**config.mk**
```make
export PLATFORM = sky130hd
export DESIGN_NAME = inv_datapath_flat
export DESIGN_NICKNAME = d
export VERILOG_FILES = /design/src/rtl/inv_datapath_if.sv /design/src/rtl/inv_datapath.sv /design/src/flat_wrapper.sv
export SDC_FILE = /design/constraint.sdc
export NUM_CORES = 1
export LEC_CHECK = 0
export CAP_MARGIN = 25
export CORE_MARGIN = 2
export CORE_UTILIZATION = 40
export CTS_BUF_LIST = sky130_fd_sc_hd__clkbuf_4
export DETAILED_ROUTE_END_ITERATION = 6
export PLACE_DENSITY = 0.58
export SLEW_MARGIN = 20
export SYNTH_ARGS = -nofsm -noshare
export SYNTH_HDL_FRONTEND = slang
export SYNTH_SLANG_ARGS = --single-unit
```
**constraint.sdc**
```tcl
create_clock -name clk -period 26.6 [get_ports clk]
set_input_delay 2.66 -clock clk [delete_from_list [all_inputs] [get_ports clk]]
set_output_delay 2.66 -clock clk [all_outputs]
set_load 0.05 [all_outputs]
```
**src/rtl/inv_datapath_if.sv**
```systemverilog
// Control/data bundle between the inversion controller and the GF(2^M) inversion datapath.
// The controller side is the master; the datapath side is the slave.
interface inv_datapath_if #(
  parameter int unsigned M = 13
) ();
  logic         alu_o_sel;
  logic [4:0]   inv_cSignal;
  logic [M-1:0] op_in;
  logic [M-1:0] res_out;
  logic         res_valid;
  logic         busy;

  modport master (
    output alu_o_sel,
    output inv_cSignal,
    output op_in,
    input  res_out,
    input  res_valid,
    input  busy
  );

  modport slave (
    input  alu_o_sel,
    input  inv_cSignal,
    input  op_in,
    output res_out,
    output res_valid,
    output busy
  );
endinterface

```
**src/rtl/inv_datapath.sv**
```systemverilog
// Itoh-Tsujii GF(2^M) inversion datapath: T/B registers, a T^(2^k) power unit and a
// MUL_LAT-deep pipelined field multiplier, sequenced by the controller's 5-bit word.
module inv_datapath #(
  parameter int unsigned    M       = 13,
  parameter logic [M-1:0]   POLY    = 13'h001B,
  parameter int unsigned    MUL_LAT = 4,
  parameter logic [4:0]     TERM    = 5'b01100
) (
  input logic           clk,
  input logic           rst,
  inv_datapath_if.slave bus
);

  // Shift-and-add multiply with reduction folded into each shift (x^M == POLY).
  function automatic logic [M-1:0] gf_mul(input logic [M-1:0] a, input logic [M-1:0] b);
    logic [M-1:0] acc;
    logic [M-1:0] sh;
    acc = '0;
    sh  = a;
    for (int i = 0; i < int'(M); i++) begin
      if (b[i]) acc = acc ^ sh;
      sh = sh[M-1] ? ((sh << 1) ^ POLY) : (sh << 1);
    end
    return acc;
  endfunction

  function automatic logic [M-1:0] gf_sq(input logic [M-1:0] a);
    return gf_mul(a, a);
  endfunction

  logic         in_sel;
  logic         in_en;
  logic         mux0_sel;
  logic [1:0]   pow_sel;

  logic [M-1:0] t_q, t_d;
  logic [M-1:0] b_q, b_d;
  // Stage 0 sits in the low M bits; the oldest product is the top slice.
  logic [MUL_LAT*M-1:0] pipe_q, pipe_d;
  logic         prev_o_q, prev_o_d;
  logic         busy_q, busy_d;
  logic         res_valid_q, res_valid_d;

  logic         start;
  logic         term_hit;
  logic [M-1:0] pow1, pow3, pow6;
  logic [M-1:0] pow_out;
  logic [M-1:0] mul_a;
  logic [M-1:0] mul_out;

  assign {in_sel, in_en, mux0_sel, pow_sel} = bus.inv_cSignal;

  always_comb begin
    pow1 = gf_sq(t_q);
    pow3 = gf_sq(gf_sq(pow1));
    pow6 = gf_sq(gf_sq(gf_sq(pow3)));
    unique case (pow_sel)
      2'b00:   pow_out = pow1;
      2'b01:   pow_out = pow3;
      default: pow_out = pow6;
    endcase
  end

  assign mul_a   = mux0_sel ? pow_out : t_q;
  assign mul_out = pipe_q[MUL_LAT*M-1 -: M];

  always_comb begin
    pipe_d = {pipe_q[(MUL_LAT-1)*M-1:0], gf_mul(mul_a, b_q)};
  end

  always_comb begin
    start       = ~prev_o_q & bus.alu_o_sel;
    term_hit    = busy_q & (bus.inv_cSignal == TERM);
    prev_o_d    = bus.alu_o_sel;
    t_d         = t_q;
    b_d         = b_q;
    if (busy_q && in_en) begin
      t_d = in_sel ? bus.op_in : mul_out;
      b_d = t_d;
    end
    // A fresh start outranks termination; the TERM register update still lands.
    busy_d      = start | (busy_q & ~term_hit);
    res_valid_d = term_hit & ~start;
  end

  always_ff @(posedge clk) begin
    if (rst) begin
      t_q         <= '0;
      b_q         <= '0;
      pipe_q      <= '0;
      prev_o_q    <= 1'b0;
      busy_q      <= 1'b0;
      res_valid_q <= 1'b0;
    end else begin
      t_q         <= t_d;
      b_q         <= b_d;
      pipe_q      <= pipe_d;
      prev_o_q    <= prev_o_d;
      busy_q      <= busy_d;
      res_valid_q <= res_valid_d;
    end
  end

  assign bus.res_out   = t_q;
  assign bus.res_valid = res_valid_q;
  assign bus.busy      = busy_q;

endmodule

```
**src/flat_wrapper.sv**
```systemverilog
// flat-port wrapper written by rule: the top's interface ports become plain ports
module inv_datapath_flat 
#(
  parameter int unsigned    M       = 13,
  parameter logic [M-1:0]   POLY    = 13'h001B,
  parameter int unsigned    MUL_LAT = 4,
  parameter logic [4:0]     TERM    = 5'b01100
)
  (clk, rst, bus_alu_o_sel, bus_inv_cSignal, bus_op_in, bus_res_out, bus_res_valid, bus_busy);
  inv_datapath_if #(.M(M)) bus_i ();
  input logic clk;
  input logic rst;
  input wire logic [$bits(bus_i.alu_o_sel)-1:0] bus_alu_o_sel;
  input wire logic [$bits(bus_i.inv_cSignal)-1:0] bus_inv_cSignal;
  input wire logic [$bits(bus_i.op_in)-1:0] bus_op_in;
  output wire logic [$bits(bus_i.res_out)-1:0] bus_res_out;
  output wire logic [$bits(bus_i.res_valid)-1:0] bus_res_valid;
  output wire logic [$bits(bus_i.busy)-1:0] bus_busy;
  assign bus_i.alu_o_sel = bus_alu_o_sel;
  assign bus_i.inv_cSignal = bus_inv_cSignal;
  assign bus_i.op_in = bus_op_in;
  assign bus_res_out = bus_i.res_out;
  assign bus_res_valid = bus_i.res_valid;
  assign bus_busy = bus_i.busy;
  inv_datapath #(.M(M), .POLY(POLY), .MUL_LAT(MUL_LAT), .TERM(TERM)) u_core (.clk(clk), .rst(rst), .bus(bus_i));
endmodule
```
==> impl_metrics.yaml, run 1 <==
run:
  maxCapViolCount: 0
logic_synthesis:
  syn_area_um2: 18500
  ys.flop_type: "dfxtp_1"
  ys_ff_latch: 68
  synthesis.nets: 2347
  seq_area_frac_synth: 0.0734
  yosysTopAreaCell: "xnor2_1"
  ys_warn_count: 0
  synth.distinct_cells: 101
  synth_edf_count: 0
  synthesis.instances: 2320
  synth.avg_cell_area_um2: 7.99
  synth_top_area_frac: 0.196
  synth-async-reset-ratio: 0
  yosys-top-cells-area: "xnor2_1 (20%), xnor3_1 (15%), dfxtp_1 (7.3%), nand2_1 (6.6%), xor2_1 (6.0%)"
global_routing:
  track_usage: 0.223
  grt_pass1_wl_um: 87000
  overflow: 0
  grt_pass1_vias: 15500
  antenna_found_initial: 1
  grt_max_degree: 53
setup_path:
  crit_buf_inv: 8
  path_max_fanout: 28
  timing_worst_setup_path_type: "reg2reg"
  critical_path.most_common_cell: "xnor2_1"
  crit_path_max_incr_delay_ps: 870
  worstPathArrival_ps: 16680
  required_ps: 26950
  critPathTopFamily: "XOR/XNOR gates"
  slowest_stage: "nor2b_2"
  setup.worst_path.start_class: "flop"
  worstSetupEndpointType: "flop"
clock_network:
  post_cts_buffers: 0
  clockRootBuffer: "clkbuf_4"
  cts.sinks: 68
  htree_levels: 3
  clkLatencyLatePin_ps: 410
  clkTransAtPathRegs_ps: 120
  cts_resized: 0
  cts-buffers-inserted: 9
  cts_hold_buf: 0
  cts_tree: "done"
  clockBufferDepth: 2
routing:
  drt-initial-drc-count: 1331
  vias: 16300
  wirelength_um: 54400
  ant_nets: 0
  viasPerCell: 5.70
  drt_pass1_iterations: 6
  wl_per_cell_um: 19.1
  drc: 0
timing:
  worst_pin_slew_ps: 1080
  tns_ps: 0
  max_freq_mhz: 61.2
  finalCritPeriodShare: 0.614
  min_period_ps: 16330
  relSlewSlack: 0.276
  final.setup.worst_slack_ps: 10270
  setup-violations-final: 0
  final_max_slew_viol_count: 0
  grt_setup_unrepaired: "false"
  finalClockSkew_ps: 21.4
  finalHoldViolCount: 0
floorplan:
  rows: 78
  start_util: 0.407
  core_region_area_um2: 45600
  dieWidth_um: 219
  ioPinCount: 36
  die_area_um2: 48100
  die_h_um: 219
place:
  dp_hpwl_um: 37900
  pre_cts_ws_ps: 10400
  place_congestion: 0.894
  portBuffers: 35
cells_and_area:
  drive_above_1_share: 0.0905
  syn2layout_area_growth_pct: 5.28
  fin_nets: 2277
  diodes: 0
worst_hold_path:
  hold_path_class: "reg2reg"
status:
  status: "finished, final reports clean"
cell families after synthesis:
logic type,Yosys count,synth area share
muxes,66,0.0365
DFF,68,0.0734
xor gates and xnor gates,736,0.480
adders and majority gates,6,0.00405
buffers and inverters,221,0.0540
and+or+nand+nor,834,0.202
AOI/OAI and AO/OA,389,0.150
stage by stage:
| step | hold WS, ps | util | std cells | area [µm²] |
|---|---|---|---|---|
| 6_report | 449 | 0.428 | 2854 | 19500 |
| 5_1_grt | 461 | 0.428 | 2854 | 19500 |
| 4_1_cts | 450 | 0.428 | 2849 | 19500 |
| 3_5_place_dp | 429 | 0.425 | 2834 | 19400 |
| 3_3_place_gp | 427 | 0.425 | 2833 | 19400 |
| 2_1_floorplan | 414 | - | 2320 | 18500 |
placed cells by master (no fill, tap or decap), types with 11 or more instances in the layout:
cell type and instances:
xnor3_1 121, a211oi_1 41, xor3_1 17, dfxtp_1 62
nor2b_1 57, xnor2_2 43, and3_1 17, nor3_1 60
buf_4 67, xnor2_1 404, nor2_1 242, clkdlybuf4s50_1 34
o211ai_1 27, a21oi_1 72, inv_1 24, nand2_1 325
a31oi_1 14, mux2i_1 55, clkbuf_4 13, nand3_1 38
nand2b_1 26, o22ai_1 19, nor4_1 14, xor2_1 126
o21ai_0 67, xor2_2 11
area by class of cell:
type / count / area [µm²]
Clock buffer: 10 / 75.1
Fill cell: 4544 / 26100
Clock inverter: 5 / 30.0
Tap cell: 600 / 751
Sequential cell: 68 / 1370
Multi-Input combinational cell: 2031 / 16300
Timing Repair Buffer: 107 / 902
Inverter: 33 / 124
layer usage:
metal / track usage / vias up / routed length [µm]
met1: 0.316 / 7766 / 24800
met4: 0.0532 / 2 / 1240
met2: 0.366 / 617 / 24900
li1: - / 7795 / -
met3: 0.0182 / 93 / 3370
met5: 0 / - / 10
flip-flops by register name, indices dropped and copies added, names as in the netlist:
register and count:
u_core.prev_o_q 1, u_core.b_q 13, u_core.bus.busy 1, u_core.pipe_q 52
u_core.bus.res_valid 1
final timing paths:
path,start,to,slack [ps],depth (start not counted)
worst min-delay path,u_core.pipe_q[14],u_core.pipe_q[27],450,1
worst max-delay path,u_core.b_q[0],u_core.pipe_q[10],10270,46
worst max register to register,u_core.b_q[0],u_core.pipe_q[10],10270,46
worst min register to register,u_core.pipe_q[14],u_core.pipe_q[27],450,1
synth_stat cells, types with 8 or more instances:
cell      count
a22oi_1      10
nand2_1     325
nor2b_1      58
mux2_2       10
xnor3_1     121
a21oi_1      72
clkbuf_1     89
xor2_2       10
buf_4        18
a211oi_1     41
dfxtp_1      68
o21ai_0      67
a21o_1        8
nand2b_1     26
and2_1        9
o22ai_1      19
nand3_1      38
a221oi_1      8
xnor2_2      32
xor2_1      127
nor2_1      242
buf_1        17
a311oi_1      9
and3_1       17
inv_1        24
buf_2        60
xor3_1       17
or3_1         8
xnor3_2       9
a211o_1       9
a31oi_1      14
nor4_1       14
mux2i_1      55
xnor2_1     415
o211ai_1     27
nor3_1       60
Power of run 1 is left out: the tool's default activity adds up to more than one toggle a clock period on the data nets, which glitch-free logic cannot reach.
==> run 2, diff against run 1 <==
==> constraint.sdc (replaced) <==
create_clock -name clk -period 15.74 [get_ports clk]
set_input_delay 1.574 -clock clk [delete_from_list [all_inputs] [get_ports clk]]
set_output_delay 1.574 -clock clk [all_outputs]
set_load 0.05 [all_outputs]
==> run 2 against run 1 <==
Hold slack improved by 2.2 ps. Global-route usage increased by 0.60 points. Fmax increased by 11%. Register-to-register slack got worse by 9300 ps. Non-clock buffer count increased by 23. Sequential cell count unchanged. Worst setup slack got worse by 9300 ps. First-iteration DRC count decreased by 1.1%. Highest routed layer is now met4. Via count increased by 0.69%.
==> impl_metrics.yaml, run 2 (synthesis results as in run 1) <==
routing:
  vias: 16400
  wl_per_cell_um: 19.3
  drt-initial-drc-count: 1316
  drc: 0
  viasPerCell: 5.69
  drt_pass1_iterations: 5
  wirelength_um: 55400
  ant_nets: 0
timing:
  tns_ps: 0
  finalClockSkew_ps: 11.1
  finalCritPeriodShare: 0.936
  min_period_ps: 14730
  setup-violations-final: 0
  max_freq_mhz: 67.9
  whs_ps: 451
  grt_setup_unrepaired: "false"
  final_max_slew_viol_count: 0
  finalHoldViolCount: 0
  relSlewSlack: 0.297
  worst_pin_slew_ps: 1030
floorplan:
  die_h_um: 219
  ioPinCount: 36
  dieWidth_um: 219
  core_region_area_um2: 45600
  die_area_um2: 48100
  rows: 78
  start_util: 0.407
global_routing:
  grt_max_degree: 42
  antenna_found_initial: 0
  grt_pass1_wl_um: 88700
  track_usage: 0.229
  grt_pass1_vias: 15700
  overflow: 0
worst_hold_path:
  hold_path_class: "reg2reg"
cells_and_area:
  syn2layout_area_growth_pct: 6.71
  diodes: 0
  layout_common_cells: "xnor2_1 (404), nand2_1 (325), nor2_1 (242), xor2_1 (125), xnor3_1 (120)"
  largest_register_ffs: 52
  layout_commonest_cell: "xnor2_1"
  fin_area_um2: 19800
  largest_register: "u_core.pipe_q"
  drive_above_1_share: 0.101
  reg_top3: "u_core.pipe_q x52, u_core.b_q x13"
  fin_nets: 2300
  finalNonFillerCells: 2878
setup_path:
  endpoint: "u_core.pipe_q[7]"
  r2r_start: "u_core.b_q[12]"
  crit_path_max_incr_delay_ps: 710
  cp-startpoint: "u_core.b_q[12]"
  worstReg2RegEnd: "u_core.pipe_q[7]"
  slowest_stage: "xor2_2"
  required_ps: 16080
  path_max_fanout: 22
  timing_worst_setup_path_type: "reg2reg"
  worstPathArrival_ps: 15070
  setup.worst_path.start_class: "flop"
  r2r_cells: 42
  worstSetupEndpointType: "flop"
  ff2ff_setup_slack_ps: 1010
  critical_path.most_common_cell: "xnor3_1"
place:
  dp_cells: 2859
  dp_hpwl_um: 40000
  dpl_cell_area_um2: 19600
  portBuffers: 35
  place_congestion: 0.907
run:
  maxCapViolCount: 0
clock_network:
  cts-buffers-inserted: 9
  htree_levels: 3
  cts_tree: "done"
  post_cts_buffers: 0
  clkLatencyLatePin_ps: 400
  cts_hold_buf: 0
  clockRootBuffer: "clkbuf_4"
  clkTransAtPathRegs_ps: 110
  clockBufferDepth: 2
  cts.sinks: 68
status:
  status: "finished, final reports clean"
[run 2: changes by cell type in the layout (fill, tap and decap cells not counted), moves of 2 or more]
cell / before / now
clkinv_2: 3 / 0
clkinv_4: 0 / 2
buf_4: 67 / 92
clkbuf_4: 13 / 9
bufinv_16: 0 / 3
[run 2: how the worst min path moves through the flow]
stage	start	end	slack [ps]	cells after the start
floorplan	u_core.pipe_q[0]	u_core.pipe_q[13]	410	1
global route	u_core.pipe_q[22]	u_core.pipe_q[35]	460	1
CTS	u_core.pipe_q[24]	u_core.pipe_q[37]	450	1
global placement	u_core.pipe_q[29]	u_core.pipe_q[42]	420	1
detailed placement	u_core.pipe_q[16]	u_core.pipe_q[29]	420	1
finish	u_core.pipe_q[24]	u_core.pipe_q[37]	450	1
[run 2: per-layer routing]
metal,up-vias,track usage,part of all wire
met2,585,0.379,0.47
met3,56,0.0143,0.060
met5,-,0,0
li1,7848,-,-
met4,0,0.0414,0.012
met1,7896,0.330,0.46
[run 2: timing repair]
action                     in CTS  in global routing
hold endpoints to repair        0                  0
setup endpoints to repair       0                  5
gates resized for setup         0                  1
[run 2: cell type report]
class / count / area [µm²]
Multi-Input combinational cell: 2031 / 16300
Sequential cell: 68 / 1370
Tap cell: 600 / 751
Timing Repair Buffer: 130 / 1070
Fill cell: 4518 / 25800
Inverter: 33 / 124
Clock buffer: 9 / 67.6
Clock inverter: 7 / 124
[run 2: metrics by stage]
step | setup slack (ps) | utilization
global placement | 1020 | 0.429
global route | 80.0 | 0.434
detailed placement | 885 | 0.430
CTS | 836 | 0.434
finish | 1010 | 0.434
floorplan | 1920 | -
[run 2: worst max-delay path, delay by kind of cell, from the launching register on]
| family | cells | cell delay (ps) |
|---|---|---|
| and+or+nand+nor | 7 | 840 |
| AOI/OAI and AO/OA | 9 | 2130 |
| DFF | 1 | 570 |
| muxes | 2 | 610 |
| buffers and inverters | 2 | 440 |
| xor gates and xnor gates | 21 | 9610 |
| adders and majority gates | 1 | 410 |
Power of run 2 is left out for the same reason.
==> run 3, diff against run 2 <==
--- a/config.mk
+++ b/config.mk
@@ -6,7 +6,7 @@
 export NUM_CORES = 1
 export LEC_CHECK = 0
 export CAP_MARGIN = 25
-export CORE_MARGIN = 2
+export CORE_MARGIN = 3
 export CORE_UTILIZATION = 40
 export CTS_BUF_LIST = sky130_fd_sc_hd__clkbuf_4
 export DETAILED_ROUTE_END_ITERATION = 6
==> run 3 against run 2 <==
Worst setup slack worse by 86 ps. Die area is 1.8% higher. Count of clock-buffer cells in the layout stayed put. Register-to-register slack worse by 90 ps. Via count is 0.26% lower. Critical path type unchanged. Critical endpoint is now u_core.pipe_q[9]. Highest routed layer is now met5.
==> impl_metrics.yaml, run 3 (synthesis results as in run 1) <==
cells_and_area:
  drive_above_1_share: 0.0963
  diodes: 0
  fin_nets: 2285
  largest_register_ffs: 52
  reg_top3: "u_core.pipe_q x52, u_core.b_q x13"
  largest_register: "u_core.pipe_q"
  layout_common_cells: "xnor2_1 (404), nand2_1 (325), nor2_1 (242), xor2_1 (124), xnor3_1 (119)"
  fillers: 4579
  layout_commonest_cell: "xnor2_1"
  syn2layout_area_growth_pct: 6.12
floorplan:
  dieWidth_um: 221
  start_util: 0.407
  die_h_um: 221
  ioPinCount: 36
  core_region_area_um2: 45600
  die_area_um2: 49000
  rows: 78
place:
  portBuffers: 35
  dp_hpwl_um: 39400
  place_congestion: 0.890
global_routing:
  antenna_found_initial: 1
  overflow: 0
  grt_pass1_vias: 15600
  grt_max_degree: 69
  grt_pass1_wl_um: 88000
  track_usage: 0.216
setup_path:
  timing_worst_setup_path_type: "reg2reg"
  crit_path_max_incr_delay_ps: 690
  slowest_stage: "xor3_2"
  worstSetupEndpointType: "flop"
  setup.worst_path.start_class: "flop"
  worstPathArrival_ps: 15090
  r2r_cells: 43
  required_ps: 16010
  path_max_fanout: 22
routing:
  drt-initial-drc-count: 1265
  wirelength_um: 55300
  viasPerCell: 5.71
  drc: 0
  drt_pass1_iterations: 5
  ant_nets: 0
  wl_per_cell_um: 19.3
  vias: 16300
clock_network:
  cts.sinks: 68
  post_cts_buffers: 0
  htree_levels: 3
  cts_resized: 0
  cts-buffers-inserted: 9
  clockRootBuffer: "clkbuf_4"
  cts_tree: "done"
  cts_hold_buf: 0
  clkTransAtPathRegs_ps: 120
  clockBufferDepth: 2
  clkLatencyLatePin_ps: 400
timing:
  worst_pin_slew_ps: 1080
  finalClockSkew_ps: 9.34
  min_period_ps: 14810
  max_freq_mhz: 67.5
  final_max_slew_viol_count: 0
  grt_setup_unrepaired: "false"
  setup-violations-final: 0
  relSlewSlack: 0.271
  finalHoldViolCount: 0
  finalCritPeriodShare: 0.941
  tns_ps: 0
status:
  status: "finished, final reports clean"
worst_hold_path:
  whs_path_depth: 1
  hold_path_class: "reg2reg"
run:
  maxCapViolCount: 0
==> run 3: worst paths after layout <==
check                     from                 to  slack, ps
max              u_core.b_q[0]   u_core.pipe_q[9]        930
min          u_core.pipe_q[36]  u_core.pipe_q[49]        450
max reg2reg      u_core.b_q[0]   u_core.pipe_q[9]        930
min reg2reg  u_core.pipe_q[36]  u_core.pipe_q[49]        450
==> run 3: critical path: cells and delay by family (launching register included) <==
kind	cells	cell delay [ps]
buffers and inverters	3	790
AO/OA/AOI/OAI	10	2660
adder cells (fa/ha/maj)	1	510
AND/OR/NAND/NOR	5	670
XOR/XNOR	20	8250
multiplexers	4	1370
flip-flops	1	340
==> run 3: cell type report <==
cell class                 count  area, µm²  area share
sequential                    68       1370      0.0697
multi-input combinational   2031      16300       0.829
clock inverter                 7        100     0.00509
clock buffer                   9       67.6     0.00343
timing repair buffer         115        953      0.0484
inverter                      33        124     0.00629
tap                          600        751      0.0381
==> run 3: through the flow <==
stage | util | hold slack [ps] | cells | setup slack, ps | area [µm²]
floorplan | - | 414 | 2320 | 1920 | 18500
global route | 0.432 | 467 | 2863 | 10.6 | 19700
finish | 0.432 | 450 | 2863 | 926 | 19700
global placement | 0.427 | 419 | 2844 | 480 | 19400
detailed placement | 0.427 | 424 | 2844 | 327 | 19400
CTS | 0.430 | 457 | 2860 | 277 | 19600
==> run 3: layer usage <==
metal	GRT usage	wire length, µm	vias up
li1	-	-	7816
met1	0.306	24900	7862
met2	0.360	26100	589
met3	0.0196	3400	74
met4	0.0438	918	2
met5	0	8	-
Power of run 3 is left out for the same reason.
